--- src/rtl/seven_seg_scanner.sv ---
// Multiplexed 4-digit seven-segment anode scanner.
// Blanks each slot briefly and swaps the digit mask only on frame boundaries.
module seven_seg_scanner #(
  parameter int REFRESH_DIV  = 100000,
  parameter int BLANK_CYCLES = 1000
) (
  input  logic       clk,
  input  logic       rst_n,
  input  logic       en,
  input  logic [3:0] mask_in,
  input  logic       load,
  output logic       load_ack,
  output logic [2:0] cntr,
  output logic [3:0] anode,
  output logic       frame_done
);

  localparam int PW = (REFRESH_DIV > 2) ? $clog2(REFRESH_DIV) : 2;
  localparam logic [PW-1:0] SLOT_LAST  = PW'(REFRESH_DIV - 1);
  localparam logic [PW-1:0] BLANK_LAST = PW'(BLANK_CYCLES - 1);

  typedef enum logic [1:0] {
    IDLE,
    BLANK,
    ON
  } state_t;

  state_t        state;
  logic [PW-1:0] presc;
  logic [3:0]    active_mask;
  logic [3:0]    pend_mask;
  logic          pend_valid;
  logic [3:0]    lit;
  logic          slot_end;
  logic          wrap;

  // Anode pattern for the current digit under the active mask.
  always_comb begin
    lit = 4'b1111;
    if (active_mask[cntr[1:0]])
      lit = ~(4'b0001 << cntr[1:0]);
  end

  assign slot_end = (presc == SLOT_LAST);
  assign wrap     = slot_end && (cntr[1:0] == 2'd3);

  // Scan sequencer, prescaler and mask handoff, all registered together.
  always_ff @(posedge clk or negedge rst_n) begin
    if (!rst_n) begin
      state       <= IDLE;
      presc       <= '0;
      cntr        <= 3'b000;
      anode       <= 4'b1111;
      frame_done  <= 1'b0;
      load_ack    <= 1'b0;
      active_mask <= 4'b1111;
      pend_mask   <= 4'b0000;
      pend_valid  <= 1'b0;
    end else begin
      frame_done <= 1'b0;
      load_ack   <= 1'b0;
      if (!en) begin
        state <= IDLE;
        presc <= '0;
        cntr  <= 3'b000;
        anode <= 4'b1111;
        if (pend_valid) begin
          active_mask <= pend_mask;
          load_ack    <= 1'b1;
          pend_valid  <= 1'b0;
        end
      end else begin
        unique case (state)
          IDLE: begin
            state <= BLANK;
            presc <= '0;
          end
          BLANK: begin
            presc <= presc + PW'(1);
            if (presc == BLANK_LAST) begin
              state <= ON;
              anode <= lit;
            end
          end
          ON: begin
            if (slot_end) begin
              presc <= '0;
              state <= BLANK;
              anode <= 4'b1111;
              cntr  <= {1'b0, cntr[1:0] + 2'd1};
              if (wrap) begin
                frame_done <= 1'b1;
                if (pend_valid) begin
                  active_mask <= pend_mask;
                  load_ack    <= 1'b1;
                  pend_valid  <= 1'b0;
                end
              end
            end else begin
              presc <= presc + PW'(1);
            end
          end
          default: state <= IDLE;
        endcase
      end
      // A load sampled on the applying edge becomes the next pending mask.
      if (load) begin
        pend_mask  <= mask_in;
        pend_valid <= 1'b1;
      end
    end
  end

endmodule
--- config.mk ---
export PLATFORM = sky130hd
export DESIGN_NAME = seven_seg_scanner
export DESIGN_NICKNAME = d
export VERILOG_FILES = /design/src/rtl/seven_seg_scanner.sv
export SDC_FILE = /design/constraint.sdc
export NUM_CORES = 1
export LEC_CHECK = 0
export ABC_AREA = 1
export BUFFER_PORTS_ARGS = -buffer_cell sky130_fd_sc_hd__buf_2
export CORE_AREA = 2 2 69 71
export DETAILED_ROUTE_END_ITERATION = 12
export DIE_AREA = 0 0 71 73
export PLACE_DENSITY_LB_ADDON = 0.05
export REMOVE_ABC_BUFFERS = 1
export SLEW_MARGIN = 10
export SYNTH_ARGS = -nofsm -noshare
export SYNTH_HDL_FRONTEND = slang
export SYNTH_SLANG_ARGS = --single-unit
--- constraint.sdc ---
create_clock -name clk -period 5 [get_ports clk]
set_input_delay 0.75 -clock clk [delete_from_list [all_inputs] [get_ports clk]]
set_output_delay 0.75 -clock clk [all_outputs]
set_load 0.005 [all_outputs]
==> results.cfg, run 1 <==
[synth]
synth-compound-area-share = 0.0730
ys_seq_area_frac = 0.412
synth_edf_count = 0
synthMuxAreaShare = 0
synth-xor-area-share = 0.0119
synth_area_leaders = dfrtp_1 (32%), nand2_1 (15%), dfstp_2 (9.5%)
synth.distinct_cells = 31
synth_top_area_frac = 0.317
synthArstFlopShare = 1.00
ys_seq_elements = 36
synth_area_sq_um = 2210
synth_warnings = 0
synth_largest_area_cell = dfrtp_1
synth-simple-area-share = 0.383
syn_inst = 299
ys_dominant_reg_cell = dfrtp_1
synth_top_family_by_area = simple AND/OR/NAND/NOR gates
synthAdderAreaFrac = 0.0509
synth_area_per_cell_sq_um = 7.40

[critical_path]
cp_top_family = simple AND/OR/NAND/NOR gates
reg2reg_slack_ns = 2.93
cp_max_fo = 17
timing.rr.end = presc[12]$_DFFE_PN0P_
cp-start-kind = flop
endpoint_kind = flop
path_buf_inv = 2
crit_top_cell = nand2_1
worstSetupPathType = flop to flop
r2r_start = state[0]$_DFFE_PN0P_
cp_slowest_stage_delay_ns = 0.40
path_cells = inv_1, ha_1, nor2_1, nand3b_2, nand2_1, nor2_1, nand2_1, nand2_1, nand2_1, nand2_1, inv_1
ff2ff_path_depth = 11
worstPathArrival_ns = 2.26
worstPathRequired_ns = 5.19
cp_slowest_cell = dfrtp_1

[power]
leakagePower_nw = 1.14
power_density_nw_per_um2 = 362
ir_drop_mv = 0.210
total_power_uw = 888

[placed_design]
place_congestion = 0.920
postPlaceCellArea_sq_um = 2340
place_hpwl_um = 3470
port_buffers = 15
post-place-ws_ns = 2.72
dp.cells = 365

[detailed_routing]
dr.pass1.iters = 4
wirelength_um = 4650
viasPerCell = 5.07
wire_per_inst_um = 12.5
post-route-drc-count = 0
drt-initial-drc-count = 110
drt.antenna.violating_nets = 0
vias = 1890

[cells_and_area]
area_growth_pct = 10.8
final_util = 0.540
stdcell_area_sq_um = 2450
nNetsFinal = 335
finalNonFillerCells = 373
antennaDiodeCount = 0
final_layout_size_suffix_gt1_frac = 0.154

[global_route]
grt_pass1_wl_um = 8020
grt_pass1_vias = 1679
grt_use_total = 0.196
grt_overflow_total = 0
antenna_found_initial = 0
grt_max_degree = 37

[clocking]
ctsLongestPathBuffers = 2
htreeDepth = 2
path_clk_slew_ns = 0.08
root_buffer = clkbuf_8
clock_latency_ns = 0.29
cts_made_buffers = 5
post-cts-setup-buffers = 0
cts_tree = yes
cts_sinks = 36
cts_resized = 0
cts_hold_buf = 0

[die]
core-area_sq_um = 4540
num_rows = 25
die-area_sq_um = 5180
ios = 17
die_h_um = 73
initial_core_util = 0.488
fp.dieW_um = 71

[timing]
fin_skew_ns = 0.00429
worst_slew_pin_slew_ns = 0.791
holdWs_ns = 0.462
setup_tns_ns = 0
slew_violations = 0
setup_viol = 0
fmax_mhz = 483
period_needed_ns = 2.07
max_slew_margin = 0.473
post-route-period-util = 0.414
fin_ws_ns = 2.93
rsz0062_at_grt = no
timing.final.hold_violations = 0

[worst_hold_path]
min_to = anode[3]$_DFFE_PN1P_
min_path_type = flop to flop
hold_path.startpoint = anode[3]$_DFFE_PN1P_
whs_path_depth = 2

[job]
drv_cap = 0

[outcome]
status = completed
## logic make-up (layout without fill, tap and decap cells)
logic type                 count (synthesis)  after routing
and+or+nand+nor                          180            180
other                                      1              1
AOI/OAI and AO/OA                         31             31
adders and majority gates                  9              9
xor gates and xnor gates                   3              3
buffers and inverters                     39             59
DFF                                       36             36
## cell usage after synthesis, types with 2 or more instances
master,n
a21oi_1,14
xnor2_1,2
nor2_1,34
inv_2,2
dfstp_2,8
nand2_1,86
nand2_4,4
a31oi_1,2
nand4_1,14
o21ai_0,12
nand2_2,5
ha_1,9
nor2_4,2
nand3_1,24
nor3_1,4
dfrtp_1,28
inv_1,34
clkbuf_1,2
## routing by layer
| layer | global-route usage | part of all wire | vias up |
|---|---|---|---|
| met5 | 0 | 0 | - |
| met4 | 0.0503 | 0.0095 | 0 |
| met3 | 0.0414 | 0.040 | 5 |
| met2 | 0.287 | 0.42 | 33 |
| met1 | 0.294 | 0.53 | 847 |
| li1 | - | - | 1005 |
## state kept, by name, summed over array words and instances, names as in the netlist
name and flops:
active_mask 4, pend_mask 4, anode 4, state 2
presc 17, load_ack 1, frame_done 1, cntr 2
pend_valid 1
## area by class of cell
cell class	count	area, sq um
repair buffers	15	75.1
flip-flops and latches	36	911
clock buffers	5	68.8
multi-input cells	224	1150
well taps	54	67.6
fillers	450	2080
clock inverters	3	42.5
inverters	36	135
## power breakdown
group	leakage (nW)	switching [mW]	internal [mW]	total, mW
sequential	0.460	0.0223	0.340	0.363
combinational	0.629	0.176	0.0877	0.264
clock	0.0541	0.114	0.148	0.262
total	1.14	0.313	0.576	0.888
## how the worst max path moves through the flow
stage                         startpoint               endpoint  slack (ns)  cells after the start
global placement                      en  presc[12]$_DFFE_PN0P_        2.75                     10
CTS                 state[0]$_DFFE_PN0P_  presc[12]$_DFFE_PN0P_        2.95                     11
finish              state[0]$_DFFE_PN0P_  presc[12]$_DFFE_PN0P_        2.93                     11
detailed placement                    en  presc[12]$_DFFE_PN0P_        2.72                     10
global route        state[0]$_DFFE_PN0P_  presc[12]$_DFFE_PN0P_        2.70                     10
floorplan                             en  presc[12]$_DFFE_PN0P_        3.23                      9
## cell usage in the layout (no fill, tap or decap), drive strengths merged
cell type / synthesis / final
a21oi: 14 / 14
a31oi: 2 / 2
and2: 1 / 1
buf: 1 / 15
bufinv: 0 / 1
clkbuf: 2 / 5
clkinv: 0 / 1
clkinvlp: 0 / 1
conb: 1 / 1
dfrtp: 28 / 28
dfstp: 8 / 8
ha: 9 / 9
inv: 36 / 36
nand2: 96 / 96
nand3: 25 / 25
nand3b: 1 / 1
nand4: 14 / 14
nor2: 37 / 37
nor3: 4 / 4
nor3b: 1 / 1
nor4: 1 / 1
o21ai: 13 / 13
o21bai: 1 / 1
o22ai: 1 / 1
xnor2: 2 / 2
xor2: 1 / 1
## worst register-to-register path, stage by stage, from the launching register on
cell and delay (ns):
dfrtp_1 0.40, inv_1 0.13, ha_1 0.34, nor2_1 0.14
nand3b_2 0.35, nand2_1 0.17, nor2_1 0.18, nand2_1 0.07
nand2_1 0.06, nand2_1 0.04, nand2_1 0.05, inv_1 0.03
Note: power is estimated with default switching activity, not from simulation.
==> inputs of run 2 (changes only) <==
- ABC_AREA: 1 -> 0
- CORE_AREA: 2 2 69 71 -> 2 2 65 67
- DIE_AREA: 0 0 71 73 -> 0 0 67 69
- clock period: 5 -> 1.9 ns (I/O delays scaled with it)
==> run 2 against run 1 <==
First-iteration DRC count fell by 11%. Highest routed layer unchanged. Largest cell class unchanged. Synthesized cell count is 39% lower. Global-route usage rose by 0.98 points. Cell area rose by 2.5%. Fmax fell by 1.0%. The run now ends with setup timing left.
==> results.cfg, run 2 <==
[outcome]
status = finished with violations
violations = setup timing

[timing]
timing.final.hold_violations = 0
period_needed_ns = 2.09
worst_slew_pin_slew_ns = 0.783
fin_skew_ns = 0.00586
post-route-period-util = 1.10
fmax_mhz = 478
slew_violations = 0
rsz0062_at_grt = yes
setup_viol = 28
max_slew_margin = 0.478
fin_ws_ns = -0.191

[global_route]
grt_overflow_total = 0
antenna_found_initial = 0
grt_pass1_vias = 1584
grt_pass1_wl_um = 7400
grt_max_degree = 37
grt_use_total = 0.205

[die]
initial_core_util = 0.493
fp.dieW_um = 67
ios = 17
core-area_sq_um = 3910
die_h_um = 69
num_rows = 23
die-area_sq_um = 4620

[synth]
synth_area_per_cell_sq_um = 10.6
synthArstFlopShare = 1.00
synth.distinct_cells = 40
ys_seq_elements = 36
ys_seq_area_frac = 0.472
synth_largest_area_cell = dfrtp_1
synth_area_leaders = dfrtp_1 (36%), dfstp_2 (11%), mux2_2 (7.0%)
ys_dominant_reg_cell = dfrtp_1
synth_area_sq_um = 1930
yosysMostFrequentCell = dfrtp_1
synth_edf_count = 0
yosys-top-cells-count = dfrtp_1 (28), nand2_1 (17), nor2_1 (14)
synth_warnings = 0
synth_top_area_frac = 0.363
syn_inst = 182

[cells_and_area]
mostFrequentLayoutCells = buf_4 (36), dfrtp_1 (28), nand2_1 (17), buf_2 (15), nor2_1 (14)
largest_register_ffs = 17
area_growth_pct = 30.3
antennaDiodeCount = 0
stdcell_area_sq_um = 2510
multi_input_area_sq_um = 1010
seqCellArea_sq_um = 911
regMostFlops = presc
nNetsFinal = 257
final_layout_size_suffix_gt1_frac = 0.423
fillers = 337
final_util = 0.642
layout_commonest_cell = buf_4

[critical_path]
worstPathRequired_ns = 2.12
cp_max_fo = 4
worstSetupPathType = flop to flop
cp-start-kind = flop
worstPathArrival_ns = 2.31
endpoint_kind = flop

[detailed_routing]
wire_per_inst_um = 14.1
vias = 1570
viasPerCell = 5.40
drt.antenna.violating_nets = 0
drt-initial-drc-count = 98
post-route-drc-count = 0
wirelength_um = 4100
dr.pass1.iters = 4

[clocking]
cts_hold_buf = 0
cts_sinks = 36
clock_latency_ns = 0.29
path_clk_slew_ns = 0.08
htreeDepth = 2
cts_made_buffers = 5
cts_tree = yes
root_buffer = clkbuf_8
ctsLongestPathBuffers = 2

[job]
drv_cap = 0

[placed_design]
port_buffers = 15
place_congestion = 0.852
place_hpwl_um = 3020
postPlaceCellArea_sq_um = 2310

[power]
leakagePower_nw = 1.11
power_density_nw_per_um2 = 862
ir_drop_mv = 0.500
total_power_mw = 2.17

[worst_hold_path]
min_path_type = input port to async pin
[run 2: cell types whose count changed after synthesis, sizes merged, moves of 5 or more]
cell    delta
nand4      -9
a21oi      -9
mux2      +12
nand3     -17
a21o       +5
inv       -25
nor2      -22
nand2     -79
nand2b     +6
[run 2: cells by family (layout without fill, tap and decap cells)]
kind of cell    Yosys count  count (layout)  share of synthesized area
other cells               1               1                    0.00194
buf+inv                  15              74                     0.0350
mux                      14              14                     0.0870
flops                    36              36                      0.472
xor+xnor                  8               8                     0.0363
fa+ha+maj                 9               9                     0.0584
compound gates           28              28                      0.101
simple gates             71              71                      0.208
[run 2: timing repair]
item / in CTS / in global routing
cloned: 1 / 0
pin swaps: 14 / 7
gates resized for setup: 18 / 5
endpoints found under the setup margin: 28 / 32
setup buffers: 4 / 1
[run 2: power breakdown]
group          internal, mW  switching, mW  total (mW)  leakage [nW]
registers             0.843         0.0391       0.882         0.460
clock network         0.260          0.298       0.558        0.0404
logic                 0.351          0.376       0.726         0.615
[run 2: worst paths after layout]
kind                                       endpoint  slack (ns)  depth (start not counted)                startpoint
setup / recovery               anode[1]$_DFFE_PN1P_       -0.19                          5     presc[13]$_DFFE_PN0P_
hold reg to reg            pend_mask[2]$_DFFE_PN0P_        0.52                          1  pend_mask[2]$_DFFE_PN0P_
setup reg to reg               anode[1]$_DFFE_PN1P_       -0.19                          5     presc[13]$_DFFE_PN0P_
max in group asynchronous      presc[7]$_DFFE_PN0P_        1.33                          1                     rst_n
hold / removal                 presc[9]$_DFFE_PN0P_        0.07                          1                     rst_n
min in group clk           pend_mask[2]$_DFFE_PN0P_        0.22                          2                mask_in[2]
[run 2: per-layer routing]
metal,vias up,share of wire,global-route usage
met5,-,0,0
met4,0,0.0093,0.0408
met3,6,0.036,0.0440
met2,29,0.50,0.329
met1,781,0.46,0.286
li1,754,-,-
[run 2: worst max-delay path: stages, from the launching register on]
cell and delay [ns]:
dfrtp_1 0.38, or4_4 0.56, o41ai_4 0.38, buf_4 0.18, o211ai_1 0.18, mux2_2 0.33
[run 2: area by class of cell]
| cell class | count | share of cell area |
|---|---|---|
| Multi-Input combinational cell | 131 | 0.400 |
| Timing Repair Buffer | 55 | 0.159 |
| Clock buffer | 5 | 0.0274 |
| Sequential cell | 36 | 0.363 |
| Tap cell | 50 | 0.0249 |
| Clock inverter | 3 | 0.00946 |
| Inverter | 11 | 0.0164 |
[run 2: through the flow]
step,hold slack [ns],setup slack (ns),cells,setup TNS [ns]
after floorplan,-0.0106,-0.189,178,-1.95
after global placement,0.406,-0.209,278,-2.69
after detailed placement,0.418,-0.319,278,-3.74
after CTS,0.102,-0.200,291,-4.03
after global routing,0.134,-0.292,291,-6.52
final,0.0707,-0.191,291,-3.24
